==> src/rtl/cacheline_adaptor_pkg.sv <==
// Shared widths, beat helpers and FSM state type for the cacheline adaptor.
// No ports; imported by the interfaces and the adaptor.
package cacheline_adaptor_pkg;

    localparam int LINE_W  = 256;
    localparam int BURST_W = 64;
    localparam int BEATS   = LINE_W / BURST_W;
    localparam int BEAT_W  = $clog2(BEATS);

    typedef logic [BEAT_W-1:0] beat_t;

    localparam beat_t LAST_BEAT = beat_t'(BEATS - 1);

    typedef enum logic [1:0] {
        IDLE,
        RD_BURST,
        WR_BURST,
        DONE
    } adaptor_state_t;

    // Bit offset of a beat inside the line.
    function automatic int unsigned beat_lsb(beat_t b);
        return int'(b) * BURST_W;
    endfunction

endpackage

==> src/rtl/cacheline_adaptor_if.sv <==
// Cache-side line port (pmem_if) and memory-side burst port (mem_if).
// master drives requests, slave responds.
interface pmem_if;
    import cacheline_adaptor_pkg::*;

    logic              pmem_read;
    logic              pmem_write;
    logic [31:0]       pmem_address;
    logic [LINE_W-1:0] pmem_wdata;
    logic [LINE_W-1:0] pmem_rdata;
    logic              pmem_resp;

    modport master (
        output pmem_read, pmem_write, pmem_address, pmem_wdata,
        input  pmem_rdata, pmem_resp
    );

    modport slave (
        input  pmem_read, pmem_write, pmem_address, pmem_wdata,
        output pmem_rdata, pmem_resp
    );
endinterface

interface mem_if;
    import cacheline_adaptor_pkg::*;

    logic               mem_read;
    logic               mem_write;
    logic [31:0]        mem_address;
    logic [BURST_W-1:0] mem_wdata;
    logic [BURST_W-1:0] mem_rdata;
    logic               mem_resp;

    modport master (
        output mem_read, mem_write, mem_address, mem_wdata,
        input  mem_rdata, mem_resp
    );

    modport slave (
        input  mem_read, mem_write, mem_address, mem_wdata,
        output mem_rdata, mem_resp
    );
endinterface

==> src/rtl/cacheline_adaptor.sv <==
// Turns one 256-bit cache line read/write into a 4 x 64-bit memory burst.
// Ports: clk, rst (sync, active-high), pmem (cache side), mem (burst side).
module cacheline_adaptor
    import cacheline_adaptor_pkg::*;
(
    input  logic   clk,
    input  logic   rst,
    pmem_if.slave  pmem,
    mem_if.master  mem
);

    adaptor_state_t     state_q;
    beat_t              beat_q;
    logic [31:0]        addr_q;
    logic [LINE_W-1:0]  line_q;
    logic [LINE_W-1:0]  rdata_q;
    logic [BURST_W-1:0] wdata_q;
    logic               rd_q;
    logic               wr_q;
    logic               resp_q;

    logic [LINE_W-1:0]  fill;
    beat_t              beat_nx;

    // Line buffer with the current read beat merged in.
    always_comb begin
        fill = line_q;
        fill[beat_lsb(beat_q) +: BURST_W] = mem.mem_rdata;
        beat_nx = beat_q + beat_t'(1);
    end

    always_ff @(posedge clk) begin
        if (rst) begin
            state_q <= IDLE;
            beat_q  <= '0;
            addr_q  <= '0;
            line_q  <= '0;
            rdata_q <= '0;
            wdata_q <= '0;
            rd_q    <= 1'b0;
            wr_q    <= 1'b0;
            resp_q  <= 1'b0;
        end else begin
            unique case (state_q)
                IDLE: begin
                    beat_q <= '0;
                    // Writeback wins so a dirty victim leaves before the fill.
                    if (pmem.pmem_write) begin
                        addr_q  <= pmem.pmem_address & ~32'h1f;
                        line_q  <= pmem.pmem_wdata;
                        wdata_q <= pmem.pmem_wdata[BURST_W-1:0];
                        wr_q    <= 1'b1;
                        state_q <= WR_BURST;
                    end else if (pmem.pmem_read) begin
                        addr_q  <= pmem.pmem_address & ~32'h1f;
                        rd_q    <= 1'b1;
                        state_q <= RD_BURST;
                    end
                end
                RD_BURST: begin
                    if (mem.mem_resp) begin
                        line_q <= fill;
                        if (beat_q == LAST_BEAT) begin
                            rdata_q <= fill;
                            rd_q    <= 1'b0;
                            resp_q  <= 1'b1;
                            state_q <= DONE;
                        end else begin
                            beat_q <= beat_nx;
                        end
                    end
                end
                WR_BURST: begin
                    if (mem.mem_resp) begin
                        if (beat_q == LAST_BEAT) begin
                            wr_q    <= 1'b0;
                            resp_q  <= 1'b1;
                            state_q <= DONE;
                        end else begin
                            beat_q  <= beat_nx;
                            wdata_q <= line_q[beat_lsb(beat_nx) +: BURST_W];
                        end
                    end
                end
                DONE: begin
                    resp_q  <= 1'b0;
                    state_q <= IDLE;
                end
                default: state_q <= IDLE;
            endcase
        end
    end

    assign pmem.pmem_rdata = rdata_q;
    assign pmem.pmem_resp  = resp_q;
    assign mem.mem_read    = rd_q;
    assign mem.mem_write   = wr_q;
    assign mem.mem_address = addr_q;
    assign mem.mem_wdata   = wdata_q;

endmodule

==> src/flat_wrapper.sv <==
// flat-port wrapper written by rule: the top's interface ports become plain ports
module cacheline_adaptor_flat import cacheline_adaptor_pkg::*;
  (clk, rst, pmem_pmem_read, pmem_pmem_write, pmem_pmem_address, pmem_pmem_wdata, pmem_pmem_rdata, pmem_pmem_resp, mem_mem_read, mem_mem_write, mem_mem_address, mem_mem_wdata, mem_mem_rdata, mem_mem_resp);
  pmem_if pmem_i ();
  mem_if mem_i ();
  input  logic clk;
  input  logic rst;
  input wire logic [$bits(pmem_i.pmem_read)-1:0] pmem_pmem_read;
  input wire logic [$bits(pmem_i.pmem_write)-1:0] pmem_pmem_write;
  input wire logic [$bits(pmem_i.pmem_address)-1:0] pmem_pmem_address;
  input wire logic [$bits(pmem_i.pmem_wdata)-1:0] pmem_pmem_wdata;
  output wire logic [$bits(pmem_i.pmem_rdata)-1:0] pmem_pmem_rdata;
  output wire logic [$bits(pmem_i.pmem_resp)-1:0] pmem_pmem_resp;
  output wire logic [$bits(mem_i.mem_read)-1:0] mem_mem_read;
  output wire logic [$bits(mem_i.mem_write)-1:0] mem_mem_write;
  output wire logic [$bits(mem_i.mem_address)-1:0] mem_mem_address;
  output wire logic [$bits(mem_i.mem_wdata)-1:0] mem_mem_wdata;
  input wire logic [$bits(mem_i.mem_rdata)-1:0] mem_mem_rdata;
  input wire logic [$bits(mem_i.mem_resp)-1:0] mem_mem_resp;
  assign pmem_i.pmem_read = pmem_pmem_read;
  assign pmem_i.pmem_write = pmem_pmem_write;
  assign pmem_i.pmem_address = pmem_pmem_address;
  assign pmem_i.pmem_wdata = pmem_pmem_wdata;
  assign pmem_pmem_rdata = pmem_i.pmem_rdata;
  assign pmem_pmem_resp = pmem_i.pmem_resp;
  assign mem_mem_read = mem_i.mem_read;
  assign mem_mem_write = mem_i.mem_write;
  assign mem_mem_address = mem_i.mem_address;
  assign mem_mem_wdata = mem_i.mem_wdata;
  assign mem_i.mem_rdata = mem_mem_rdata;
  assign mem_i.mem_resp = mem_mem_resp;
  cacheline_adaptor u_core (.clk(clk), .rst(rst), .pmem(pmem_i), .mem(mem_i));
endmodule
==> config.mk <==
export PLATFORM = sky130hd
export DESIGN_NAME = cacheline_adaptor_flat
export DESIGN_NICKNAME = d
export VERILOG_FILES = /design/src/rtl/cacheline_adaptor_pkg.sv /design/src/rtl/cacheline_adaptor_if.sv /design/src/rtl/cacheline_adaptor.sv /design/src/flat_wrapper.sv
export SDC_FILE = /design/constraint.sdc
export NUM_CORES = 2
export LEC_CHECK = 0
export CAP_MARGIN = 20
export CORE_AREA = 2 2 279 281
export CTS_BUF_LIST = sky130_fd_sc_hd__clkbuf_4
export DETAILED_ROUTE_END_ITERATION = 8
export DIE_AREA = 0 0 281 283
export GPL_TIMING_DRIVEN = 0
export PLACE_DENSITY = 0.65
export SLEW_MARGIN = 15
export SYNTH_ARGS = -nofsm -noshare
export SYNTH_HDL_FRONTEND = slang
export SYNTH_SLANG_ARGS = --single-unit
==> constraint.sdc <==
create_clock -name clk -period 8.45 [get_ports clk]
set_clock_uncertainty 0.15 [all_clocks]
set_input_delay 1.69 -clock clk [delete_from_list [all_inputs] [get_ports clk]]
set_output_delay 1.69 -clock clk [all_outputs]
set_load 0.01 [all_outputs]
# ---- Word level (Yosys, flattened, before mapping)
# Index checks and enable logic that the tools add are counted.
dict set report op_classes {
  shift 3
  addsub 2
  mux 28
  div_mod_pow 0
  order_cmp 0
  n_bitwise 0
  eq_ne 16
  mul 0
  n_reduce_logical 16
}
# cell count
set ops {}
lappend ops {{256-bit 2-to-1 mux} 2}
lappend ops {{256-bit case mux with 2 select lines} 1}
lappend ops {{256-bit bitwise mux} 1}
lappend ops {{64-bit by 34-bit variable shift with 256-bit output (first input constant)} 1}
lappend ops {{256-bit by 9-bit indexed part select with 64-bit output} 1}
lappend ops {{64-bit by 34-bit indexed part select with 256-bit output} 1}
lappend ops {{64-bit 2-to-1 mux} 3}
lappend ops {{64-bit case mux with 2 select lines} 1}
lappend ops {{32-bit 2-to-1 mux} 2}
lappend ops {{8-bit negation with 34-bit output} 1}
lappend ops {{3-bit AND reduction} 5}
lappend ops {{2-bit inequality test (second input constant)} 7}
lappend ops {{2-bit 2-to-1 mux} 6}
lappend ops {{2-bit nonzero test} 5}
lappend ops {{2-bit by 1-bit inequality test with 1-bit output (second input constant)} 4}
lappend ops {{4-bit AND reduction} 2}
lappend ops {{1-bit 2-to-1 mux} 7}
lappend ops {{2-bit equality test (second input constant)} 3}
lappend ops {{1-bit case mux with 2 select lines} 3}
lappend ops {{2-bit case mux with 3 select lines} 1}
lappend ops {{5-bit AND reduction} 1}
lappend ops {{2-bit case mux with 2 select lines} 1}
lappend ops {{3-bit inequality test (second input constant)} 1}
lappend ops {{2-bit by 1-bit adder with 2-bit output (second input constant)} 1}
lappend ops {{other kinds (4)} 4}
dict set report word_totals {
  register_bits 615
  ramBits 0
  in_bits 357
  memories 0
  wordCells 74
  mem_bits_ro 0
  latch_bits 0
  output_inout_bits 355
}

# ---- Logic depth before layout (Yosys ltp)
dict set report logic_depth {
  depth_word 5
  ltp_mapped 11
  depth_no_buf 6
}

# ---- Worst setup path after synthesis
# OpenSTA, ideal clock, no wires.
dict set report synth_path {
  path_type {in2reg}
  start {in pmem_pmem_write}
  end {reg u_core.wdata_q[10], in the netlist u_core.mem.mem_wdata[10]}
  t_arrival_ns 2.790
  required_time_ns 8.168
  slack_ns 5.379
  path_stages 7
  cell_sequence {buf_4 > and2b_1 > a211o_1 > buf_2 > buf_2 > a211oi_1 > nor3_1}
}
dict set report synth_via {
  elab_chain_len 2
}
# element line
set synth_rtl {}
lappend synth_rtl {{from (decl)} flat_wrapper.sv:9} ;# input wire logic [$bits(pmem_i.pmem_write)-1:0] pmem_pmem_write;
lappend synth_rtl {{2-bit inequality test (no source line)} --}
lappend synth_rtl {{4-bit AND reduction (no source line)} --}
lappend synth_rtl {{to (signal assigned)} cacheline_adaptor.sv:51} ;# wdata_q <= pmem.pmem_wdata[BURST_W-1:0];
lappend synth_rtl {{to (signal assigned)} cacheline_adaptor.sv:81} ;# wdata_q <= line_q[beat_lsb(beat_nx) +: BURST_W];
lappend synth_rtl {{to (decl)} cacheline_adaptor.sv:17} ;# logic [BURST_W-1:0] wdata_q;
# Every way passes these cells.
# A chain may end at the register's enable or synchronous reset.

# ---- Worst setup path in the final report
dict set report layout_path {
  start {reg u_core.wdata_q[63], in the netlist u_core.mem.mem_wdata[63]}
  end {out mem_mem_wdata[63]}
}
# element line
set layout_lines {}
lappend layout_lines {{to (decl)} flat_wrapper.sv:17} ;# output wire logic [$bits(mem_i.mem_wdata)-1:0] mem_mem_wdata;
# No word-level cell between the ends.

==> impl_metrics.env <==
export IMPL_numCtsBuffers=174
export IMPL_port_buffer_count=698
export IMPL_wl_mm=167
export IMPL_syn_area_um2=29700
export IMPL_slew_viol_final=0
export IMPL_most_used_standard_cell_by_instance_count_after_synthesis="dfxtp_1"
export IMPL_n_fill_cell=7496
export IMPL_period_needed_ns=4.01
export IMPL_grt_usage_pct=40.5
export IMPL_yosys_area_top_type_share_pct=41.1
export IMPL_synth_area_per_cell_um2=8.26
export IMPL_timing_critical_path_required_ns=6.61
export IMPL_yosys_area_top_type="dfxtp_1"
export IMPL_outcome="completed"
export IMPL_ys_seq_area_share_pct=41.1
export IMPL_synthToLayoutAreaGrowth_pct=35.8
export IMPL_critPathArrivalTime_ns=2.17
export IMPL_dp_hpwl_mm=124
export IMPL_critical_path_cell_by_cell="clkdlybuf4s50_1"
export IMPL_synth_common_cells="610 x dfxtp_1, 492 x nor2_1, 373 x a21oi_1, 238 x a211oi_1, 206 x clkbuf_1"
export IMPL_clk_path_buf_depth=3
export IMPL_synthCells=3601
export IMPL_power_density_nw_per_um2=311
export IMPL_total_number_of_vias=35300
export IMPL_finalHoldWorstSlack_ns=0.303
export IMPL_synth_area_leaders="dfxtp_1 41%, a21oi_1 6.3%, nor2_1 6.2%"
export IMPL_io_pin_count=712
export IMPL_ys_async_sr_fraction_pct=0
export IMPL_peakVddDrop_uv=132
export IMPL_core_rowCount=102
export IMPL_cts_post_setup_buffers_inserted=0
export IMPL_synthFlopType="dfxtp_1"
export IMPL_cts_sink_count=610
export IMPL_nNetsFinal=4849
export IMPL_startpoint_type="flop"
export IMPL_die_h_um=283
export IMPL_global_route_wire_length_before_repair_mm=232
export IMPL_grt_setup_unrepaired="no"
export IMPL_pin_slew_with_the_least_headroom_to_its_limit_ns=1.17
export IMPL_post_route_cells_drive_above_1_share_pct=11.2
export IMPL_crit_slowest_cell="clkdlybuf4s50_1"
export IMPL_clock_root_buffer="clkbuf_4"
export IMPL_gr_total_overflow=0
export IMPL_netlist_cell_type_count=52
export IMPL_final_period_utilization_pct=47.5
export IMPL_max_cap_violations=0
export IMPL_critical_path_max_fanout=2
export IMPL_ant_nets=0
export IMPL_critical_path_max_stage_delay_ns=0.74
export IMPL_detail_route_vias_per_cell=6.21
export IMPL_design_die_area_um2=79500
export IMPL_final_hold_violation_count=0
export IMPL_hp_class="flop to flop"
export IMPL_clock_tree_htree_level_count=4
export IMPL_routed_wire_length_per_instance_um=29.4
export IMPL_end_kind="output port"
export IMPL_path_buf_inv=1
export IMPL_maxSlewHeadroom_pct=22.1
export IMPL_drcViolationCount=0
export IMPL_setup_violations_final=0
export IMPL_firstDrtPassIters=6
export IMPL_postCtsResizedCells=0
export IMPL_cpLargestDelayFamily="buffers and inverters"
export IMPL_initial_utilization_pct=38.8
export IMPL_drt_iter0_drc=5211
export IMPL_fmaxAchievable_mhz=249
export IMPL_core_area_um2=76700
export IMPL_total_leakage_power_nw=14.1
export IMPL_tritoncts="done"
export IMPL_synth_warnings=0
export IMPL_worst_setup_hold_path_clk_slew_ns=0.07
export IMPL_largest_net_degree_at_the_start_of_global_routing=17
export IMPL_first_global_vias=33000
export IMPL_flop_and_latch_count_out_of_synthesis=610
export IMPL_antenna_found_initial=25
export IMPL_finalWeightedCongestion=0.975
export IMPL_cts_hold_repair_buffers=0
export IMPL_timing_worst_setup_path_type="flop to output port"
export IMPL_clock_latency_ns=1.09
export IMPL_number_of_flops_mapped_to_enable_cells_by_yosys=0
export IMPL_die_width_um=281
export IMPL_fin_setup_tns_ns=0
## routing by layer
metal	track usage [%]	share of wire, %	vias up
met3	13.3	12	609
met4	24.9	6.8	6
met5	0	0.020	-
li1	-	-	15000
met1	49.0	37	16800
met2	62.0	44	2841
## flip-flops by register name, indices dropped and copies added (netlist names)
| signal | cells |
|---|---|
| u_core.state_q | 2 |
| u_core.pmem.pmem_resp | 1 |
| u_core.pmem.pmem_rdata | 256 |
| u_core.beat_q | 2 |
| u_core.mem.mem_wdata | 64 |
| u_core.mem.mem_read | 1 |
| u_core.mem.mem_write | 1 |
| u_core.mem.mem_address | 27 |
| u_core.line_q | 256 |
## worst reg2reg max path, delay by kind of cell, from the launching register on
kind | cells | cell delay (ns)
adder cells (fa/ha/maj) | 1 | 0.33
AO/OA/AOI/OAI | 2 | 0.43
flip-flops | 1 | 0.38
buffers and inverters | 5 | 1.34
AND/OR/NAND/NOR | 2 | 1.08
## logic make-up after synthesis
family	share of synthesized area [%]
AOI/OAI and AO/OA	27.6
muxes	4.91
and+or+nand+nor	19.1
buffers and inverters	6.95
other	0.0126
adders and majority gates	0.421
DFF	41.1
## through the flow
stage                     instances  instance area, µm²  power (W)  worst slack [ns]  util (%)
after global routing           5662               40300     0.0130              4.45      52.6
final                          5678               40400     0.0125              4.44      52.6
after global placement         5343               38000    0.00939              4.16      49.6
after CTS                      5646               40300     0.0123              4.46      52.5
after detailed placement       5345               38100    0.00944              4.40      49.6
after floorplan                3605               29800    0.00716              5.38         -
## cell type report
cell class / count / area, µm² / share of cell area [%]
inverters: 71 / 267 / 0.660
repair buffers: 701 / 7030 / 17.4
flip-flops and latches: 610 / 12200 / 30.2
plain buffers: 391 / 1800 / 4.46
well taps: 1040 / 1300 / 3.22
clock buffers: 261 / 1960 / 4.85
diodes: 31 / 77.6 / 0.192
multi-input cells: 2533 / 15500 / 38.3
clock inverters: 40 / 260 / 0.644
## worst paths after layout
kind                                                         startpoint                                 endpoint  slack [ns]  cells past startpoint
worst max register to register            u_core.beat_q[0]$_SDFFE_PP0P_          u_core.line_q[245]$_SDFFE_PP0P_        4.67                     10
worst min-delay path            u_core.mem.mem_address[29]$_SDFFE_PP0P_  u_core.mem.mem_address[29]$_SDFFE_PP0P_        0.30                      2
worst max-delay path              u_core.mem.mem_wdata[63]$_SDFFE_PP0P_                        mem_mem_wdata[63]        4.44                      1
worst min register to register  u_core.mem.mem_address[29]$_SDFFE_PP0P_  u_core.mem.mem_address[29]$_SDFFE_PP0P_        0.30                      2
## placed cells by master (no fill, tap or decap), types with 63 or more instances in the layout
cell	instances
dfxtp_1	610
a221oi_1	88
nand2b_1	105
a22oi_1	64
clkdlybuf4s50_1	698
nor3_1	147
clkbuf_4	261
inv_1	69
nand3_1	104
a31oi_1	112
nor2_1	492
a211o_1	110
a21oi_1	373
buf_2	128
o22ai_1	83
nand2_1	170
nor2b_1	175
o21ai_0	107
clkbuf_1	203
a211oi_1	238
mux4_2	63
## where the power goes
group	switching, W	leakage (nW)	internal, W
logic	0.00362	7.78	0.00207
registers	0.000500	4.98	0.00347
clock network	0.00140	1.31	0.00149
(Power assumes the default switching activity.)
